## config.mk

```make
export PLATFORM = sky130hd
export DESIGN_NAME = axi_mm_perf_window_ctrl
export DESIGN_NICKNAME = d
export VERILOG_FILES = /design/src/rtl/axi_mm_perf_window_ctrl.sv
export SDC_FILE = /design/constraint.sdc
export NUM_CORES = 1
export LEC_CHECK = 0
export CORE_MARGIN = 5
export CORE_UTILIZATION = 47
export DETAILED_ROUTE_END_ITERATION = 16
export GPL_ROUTABILITY_DRIVEN = 0
export PLACE_DENSITY = 0.77
export SLEW_MARGIN = 30
export SYNTH_ARGS = -nofsm -noshare
export SYNTH_HDL_FRONTEND = slang
export SYNTH_SLANG_ARGS = --single-unit
export TNS_END_PERCENT = 50
```

## constraint.sdc

```tcl
create_clock -name M_AXI_ACLK -period 3.88 [get_ports M_AXI_ACLK]
set_clock_uncertainty 0.15 [all_clocks]
set_input_delay 0.776 -clock M_AXI_ACLK [delete_from_list [all_inputs] [get_ports M_AXI_ACLK]]
set_output_delay 0.776 -clock M_AXI_ACLK [all_outputs]
set_load 0.005 [all_outputs]
```

## src/rtl/axi_mm_perf_window_ctrl.sv

```systemverilog
// ---------------------------------------------------------------------------
// axi_mm_perf_window_ctrl
//
// Measurement-window sequencer for the AXI-MM performance counter datapath.
// It drives enable/clear for four external event accumulators (read packets,
// read bytes, write packets, write bytes). At the end of each window it
// snapshots the accumulators and serialises the snapshot on an AXI-Stream
// master. One-shot and continuous runs, an optional external trigger, and
// sticky overflow detection (a snapshot arriving while the stream emitter is
// still busy is dropped) are supported.
//
// Optional build macro:
//   PERF_WINDOW_HEADER_EN  - each snapshot is prefixed by a header word
//                            {4'hA, zero pad, window index after increment},
//                            making snapshots 5 words instead of 4.
//
// Ports:
//   M_AXI_ACLK, M_AXI_ARESETN    clock, asynchronous active-low reset
//   cfg_window_len               enabled cycles per window (0 acts as 1)
//   cfg_continuous               1 = restart after each capture
//   cfg_use_trigger              1 = wait for ext_trigger before first window
//   cmd_start, cmd_stop          single-cycle start / abort pulses
//   ext_trigger                  level trigger, sampled while armed
//   acc_read_packet/read_data/
//   acc_write_packet/write_data  live accumulator values from the datapath
//   win_en, win_clear            datapath count enable and synchronous clear
//   window_done                  one-cycle pulse at each capture
//   window_index                 completed-window count (wraps)
//   busy                         sequencer running or stream in progress
//   overflow                     sticky: at least one snapshot was dropped
//   M_AXIS_TDATA/TVALID/TLAST/TREADY  snapshot stream master
// ---------------------------------------------------------------------------
module axi_mm_perf_window_ctrl #(
   parameter int COUNTER_WIDTH = 32,
   parameter int WINDOW_WIDTH  = 32,
   parameter int INDEX_WIDTH   = 16
) (
   input  logic                     M_AXI_ACLK,
   input  logic                     M_AXI_ARESETN,
   input  logic [WINDOW_WIDTH-1:0]  cfg_window_len,
   input  logic                     cfg_continuous,
   input  logic                     cfg_use_trigger,
   input  logic                     cmd_start,
   input  logic                     cmd_stop,
   input  logic                     ext_trigger,
   input  logic [COUNTER_WIDTH-1:0] acc_read_packet,
   input  logic [COUNTER_WIDTH-1:0] acc_read_data,
   input  logic [COUNTER_WIDTH-1:0] acc_write_packet,
   input  logic [COUNTER_WIDTH-1:0] acc_write_data,
   output logic                     win_en,
   output logic                     win_clear,
   output logic                     window_done,
   output logic [INDEX_WIDTH-1:0]   window_index,
   output logic                     busy,
   output logic                     overflow,
   output logic [COUNTER_WIDTH-1:0] M_AXIS_TDATA,
   output logic                     M_AXIS_TVALID,
   output logic                     M_AXIS_TLAST,
   input  logic                     M_AXIS_TREADY
);

`ifdef PERF_WINDOW_HEADER_EN
   localparam int NUM_WORDS = 5;
`else
   localparam int NUM_WORDS = 4;
`endif
   localparam int PTR_WIDTH = $clog2(NUM_WORDS);
   localparam logic [PTR_WIDTH-1:0] LAST_PTR = PTR_WIDTH'(NUM_WORDS - 1);

   typedef enum logic [1:0] {
      ST_IDLE,
      ST_ARMED,
      ST_RUN,
      ST_CAPTURE
   } state_t;

   typedef enum logic [1:0] {
      EM_IDLE,
      EM_SEND,
      EM_GAP
   } emit_t;

   // Window sequencer state
   state_t                   state, state_next;
   logic [WINDOW_WIDTH-1:0]  timer, timer_next;
   logic [WINDOW_WIDTH-1:0]  window_len, window_len_next;
   logic                     continuous, continuous_next;
   logic [INDEX_WIDTH-1:0]   index_q, index_next;
   logic                     overflow_q, overflow_next;
   logic                     load;

   // Stream emitter state
   emit_t                    emit_state, emit_next;
   logic [PTR_WIDTH-1:0]     ptr, ptr_next;
   logic [COUNTER_WIDTH-1:0] snap [NUM_WORDS];

`ifdef PERF_WINDOW_HEADER_EN
   logic [COUNTER_WIDTH-1:0] header_word;
   assign header_word = {4'hA, {(COUNTER_WIDTH-4-INDEX_WIDTH){1'b0}}, index_next};
`endif

   // ------------------------------------------------------------------------
   // Sequencer state register
   // ------------------------------------------------------------------------
   // NOTE: state registers use non-blocking (<=) so every flop samples the
   // pre-edge values; the combinational blocks below use blocking (=).
   always_ff @(posedge M_AXI_ACLK or negedge M_AXI_ARESETN) begin
      if (!M_AXI_ARESETN) begin
         state      <= ST_IDLE;
         timer      <= '0;
         window_len <= WINDOW_WIDTH'(1);
         continuous <= 1'b0;
         index_q    <= '0;
         overflow_q <= 1'b0;
      end else begin
         state      <= state_next;
         timer      <= timer_next;
         window_len <= window_len_next;
         continuous <= continuous_next;
         index_q    <= index_next;
         overflow_q <= overflow_next;
      end
   end

   // ------------------------------------------------------------------------
   // Sequencer next-state and outputs
   // ------------------------------------------------------------------------
   always_comb begin
      // NOTE: every signal gets a default before the case so that no path
      // leaves one unassigned, which would infer a latch.
      state_next      = state;
      timer_next      = timer;
      window_len_next = window_len;
      continuous_next = continuous;
      index_next      = index_q;
      overflow_next   = overflow_q;
      win_en          = 1'b0;
      win_clear       = 1'b0;
      window_done     = 1'b0;
      load            = 1'b0;

      unique case (state)
         ST_IDLE: begin
            // A simultaneous stop cancels the start.
            if (cmd_start && !cmd_stop) begin
               window_len_next = (cfg_window_len == '0) ? WINDOW_WIDTH'(1) : cfg_window_len;
               continuous_next = cfg_continuous;
               index_next      = '0;
               overflow_next   = 1'b0;
               timer_next      = '0;
               win_clear       = 1'b1;
               state_next      = cfg_use_trigger ? ST_ARMED : ST_RUN;
            end
         end

         ST_ARMED: begin
            if (cmd_stop) begin
               win_clear  = 1'b1;
               state_next = ST_IDLE;
            end else if (ext_trigger) begin
               timer_next = '0;
               state_next = ST_RUN;
            end
         end

         ST_RUN: begin
            win_en = 1'b1;
            if (cmd_stop) begin
               win_clear  = 1'b1;
               state_next = ST_IDLE;
            end else if (timer == window_len - WINDOW_WIDTH'(1)) begin
               timer_next = '0;
               state_next = ST_CAPTURE;
            end else begin
               timer_next = timer + WINDOW_WIDTH'(1);
            end
         end

         ST_CAPTURE: begin
            // The datapath clear lands at the end of this cycle, after the
            // accumulators have been sampled.
            win_clear = 1'b1;
            if (cmd_stop) begin
               state_next = ST_IDLE;
            end else begin
               window_done = 1'b1;
               index_next  = index_q + INDEX_WIDTH'(1);
               // Any non-idle emitter phase, including the post-stream gap,
               // means this snapshot cannot be taken.
               if (emit_state == EM_IDLE) begin
                  load = 1'b1;
               end else begin
                  overflow_next = 1'b1;
               end
               timer_next = '0;
               state_next = continuous ? ST_RUN : ST_IDLE;
            end
         end

         default: state_next = ST_IDLE;
      endcase
   end

   // ------------------------------------------------------------------------
   // Emitter state register and snapshot buffer
   // ------------------------------------------------------------------------
   always_ff @(posedge M_AXI_ACLK or negedge M_AXI_ARESETN) begin
      if (!M_AXI_ARESETN) begin
         emit_state <= EM_IDLE;
         ptr        <= '0;
      end else begin
         emit_state <= emit_next;
         ptr        <= ptr_next;
      end
   end

   // NOTE: the snapshot buffer is reset (it is only a few words) so that
   // TDATA reads zero out of reset instead of X.
   always_ff @(posedge M_AXI_ACLK or negedge M_AXI_ARESETN) begin
      if (!M_AXI_ARESETN) begin
         for (int i = 0; i < NUM_WORDS; i++) begin
            snap[i] <= '0;
         end
      end else if (load) begin
`ifdef PERF_WINDOW_HEADER_EN
         snap[0] <= header_word;
         snap[1] <= acc_read_packet;
         snap[2] <= acc_read_data;
         snap[3] <= acc_write_packet;
         snap[4] <= acc_write_data;
`else
         snap[0] <= acc_read_packet;
         snap[1] <= acc_read_data;
         snap[2] <= acc_write_packet;
         snap[3] <= acc_write_data;
`endif
      end
   end

   // ------------------------------------------------------------------------
   // Emitter next-state
   // ------------------------------------------------------------------------
   always_comb begin
      emit_next = emit_state;
      ptr_next  = ptr;

      unique case (emit_state)
         EM_IDLE: begin
            if (load) begin
               ptr_next  = '0;
               emit_next = EM_SEND;
            end
         end

         EM_SEND: begin
            if (M_AXIS_TREADY) begin
               if (ptr == LAST_PTR) begin
                  emit_next = EM_GAP;
               end else begin
                  ptr_next = ptr + PTR_WIDTH'(1);
               end
            end
         end

         // One dead cycle with TVALID low between snapshots.
         EM_GAP: emit_next = EM_IDLE;

         default: emit_next = EM_IDLE;
      endcase
   end

   // ------------------------------------------------------------------------
   // Outputs
   // ------------------------------------------------------------------------
   assign M_AXIS_TVALID = (emit_state == EM_SEND);
   assign M_AXIS_TDATA  = snap[ptr];
   assign M_AXIS_TLAST  = (emit_state == EM_SEND) && (ptr == LAST_PTR);
   assign window_index  = index_q;
   assign overflow      = overflow_q;
   assign busy          = (state != ST_IDLE) || (emit_state != EM_IDLE);

endmodule

```

==> metrics.txt <==
status=complete, no violations; Worst-Margin Slew=0.8686 ns; max-slew violation count=0; busiest grt layer=met2; vias in the first global route=8,758; commonest non-fill, non-tap cells in the layout=221 x clkdlybuf4s50_1, 214 x dfrtp_1, 162 x mux2_2; Max-Cap Viols=0; Total GRT Usage=22.29%; P_leak=5.938 nW; syn nets=1,116; area of the core=23,470 um2; Die ar.=27,030 um2; Post-synth EDFFs=0; count of state elements after synthesis=216; TritonCTS buffer count=24; Final period util=95.76%; largest net degree at the start of global routing=93; crit path DAT=3.97 ns; Syn. warnings=0; Power, Total=10.25 mW; min Tclk post-route=3.715 ns; Die H=164.4 um; Worst-path clk slew=0.06 ns; Rel. slew slack=42.03%; drt via density=5.734; initial drt markers=513; Worst Setup End Kind=flop; crit path launch type=flop; vias post-DR=8,555; IO Pins=223; HPWL Detailed=22,040 um; post-CTS setup buffers=0; met1 Usage GRT=28.96%; Synth Area per Inst=11.92 um2; most common flop cell mapped by yosys=dfrtp_1; num rows=56; WL final=30,150 um; synthesis-to-finish area growth=30.61%; Skew-Pair Late Insertion Delay=0.52 ns; synthesized area=11,200 um2; Gate Count Post-Synth=940; leading cell type in the layout, fill and taps excluded=clkdlybuf4s50_1; unrepaired setup endpoints after global routing=yes; antenna violations before repair=3; pre-CTS WS=0.1794 ns; DR WL/cell=20.21 um; final setup margin=0.1646 ns; Pre-Repair DR Iteration Count=8; drc violations=0; Req. time, crit path=4.14 ns; post-synthesis cell type count=66; met3 track demand over resource=6.888%; GRT overflow=0; met2 Use GR=36.51%; CTS tree=yes; clock sink count=216; fraction of registers with async set/reset=100.0%; final hold violations=0; number of H-tree levels=1; Seq/Total Area, Yosys=48.25%; Clock Tree Root=clkbuf_16; clk buf depth=3; first-pass GRT wire length=48,070 um; maximum vdd ir drop=0.0004580 V; nets@finish=1,331; antenna viol nets, final=0; Fmax=269.1 MHz; kind of critical path=reg -> reg; Die X=164.4 um; starting density of the core=47.73%; Pwr Density=700.7 nW/um2; worst-path fanout max=12; hold crit path type=in -> async; port bufs=222; share of layout cells above drive strength 1=23.76%; R2R Setup Slk=0.16 ns; final setup vio count=0
==> per-stage QoR <==
stage	cell area [um2]	hold slack [ns]	instances	TNS (ns)	utilization, %
after floorplan	11200	0.3252	940	0	-
after detailed placement	13850	0.3406	1448	0	59.00
final	14630	0.09613	1492	0	62.35
after CTS	14620	0.1426	1489	0	62.27
after global placement	13850	0.3346	1448	0	58.99
after global routing	14630	0.1594	1492	-0.01823	62.35
==> sequential cells by signal, summed over array words and instances, names as in the netlist <==
name and cells:
window_index 16, snap 128, ptr 2, window_len 32, state 2, overflow 1, continuous 1, emit_state 2
timer 32
==> timing repair <==
action / 4_1_cts / 5_1_grt
endpoints found under the hold margin: 0 / 0
hold buffers: 0 / 0
resized for setup: 0 / 2
setup endpoints to repair: 0 / 2
==> worst max-delay path, cell delays in order (launching register included) <==
cell	delay (ns)
dfrtp_1	0.43
or4_1	0.56
or2_1	0.32
or4_4	0.56
a21boi_2	0.17
o221ai_1	0.11
or3_1	0.41
o21ai_2	0.20
buf_4	0.23
o211ai_2	0.13
mux2_1	0.32
==> cells by family (layout without fill, tap and decap cells) <==
| family | Yosys count | in the layout | share of synthesized area, % |
|---|---|---|---|
| AND/OR/NAND/NOR | 279 | 279 | 13.62 |
| flip-flops | 216 | 216 | 48.25 |
| multiplexers | 198 | 198 | 23.08 |
| AO/OA/AOI/OAI | 112 | 112 | 7.527 |
| buffers and inverters | 80 | 310 | 2.948 |
| XOR/XNOR | 47 | 47 | 3.674 |
| adder cells (fa/ha/maj) | 8 | 8 | 0.8934 |
| other | 0 | 3 | 0 |
==> synthesized netlist by cell type, types with 4 or more instances <==
cell type	number	area share (%)
nand2_1	41	1.4
buf_2	6	0.27
a22o_1	8	0.63
nand4b_1	4	0.31
a2bb2oi_1	5	0.39
nor3_1	29	1.3
o31ai_1	19	1.3
or3_1	8	0.45
or4_1	5	0.34
nand2b_1	6	0.34
nor4b_1	5	0.39
nor2_1	57	1.9
buf_1	8	0.27
a21o_1	5	0.34
and3_1	12	0.67
dfrtp_1	215	48
nand3b_1	5	0.34
nor4_1	25	1.4
a221o_1	11	0.98
nor4_2	4	0.45
xnor2_1	23	1.8
o21ai_0	15	0.67
ha_1	8	0.89
nor2b_1	7	0.39
nand4_1	26	1.5
a31oi_1	6	0.34
mux4_2	32	6.4
inv_1	21	0.70
xor2_1	24	1.9
mux2_2	162	16
and2_1	8	0.45
clkbuf_1	42	1.4
nand3_1	21	0.94
a21oi_1	10	0.45
==> metal layers <==
metal / wire, um / share of wire [%]
met1: 11940 / 40
met5: 0 / 0
met2: 14540 / 48
met4: 783 / 2.6
met3: 2882 / 9.6
==> worst paths after layout <==
| path | from | endpoint | cells past startpoint |
|---|---|---|---|
| min in group M_AXI_ACLK | snap[17]$_DFFE_PN0P_ | snap[17]$_DFFE_PN0P_ | 1 |
| worst min register to register | snap[17]$_DFFE_PN0P_ | snap[17]$_DFFE_PN0P_ | 1 |
| worst max register to register | window_len[2]$_DFFE_PN0P_ | state[0]$_DFFE_PN0P_ | 10 |
| max in group asynchronous | M_AXI_ARESETN | snap[110]$_DFFE_PN0P_ | 2 |
| worst min-delay path | M_AXI_ARESETN | snap[26]$_DFFE_PN0P_ | 1 |
| worst max-delay path | window_len[2]$_DFFE_PN0P_ | state[0]$_DFFE_PN0P_ | 10 |
==> final cells by class <==
| cell class | instances | area, um2 |
|---|---|---|
| Fill cell | 1848 | 8838 |
| Antenna cell | 3 | 7.507 |
| Tap cell | 319 | 399.1 |
| Sequential cell | 216 | 5408 |
| Inverter | 21 | 78.83 |
| Timing Repair Buffer | 248 | 2485 |
| Multi-Input combinational cell | 644 | 5490 |
| Clock inverter | 6 | 43.79 |
| Clock buffer | 35 | 721.9 |
==> power breakdown <==
| group | internal, mW | total [mW] | switching [mW] |
|---|---|---|---|
| clock | 1.28 | 2.20 | 0.916 |
| combinational | 2.49 | 4.23 | 1.74 |
| sequential | 3.15 | 3.83 | 0.677 |
| total | 6.92 | 10.3 | 3.33 |
Power figures use the tool's default switching activity.
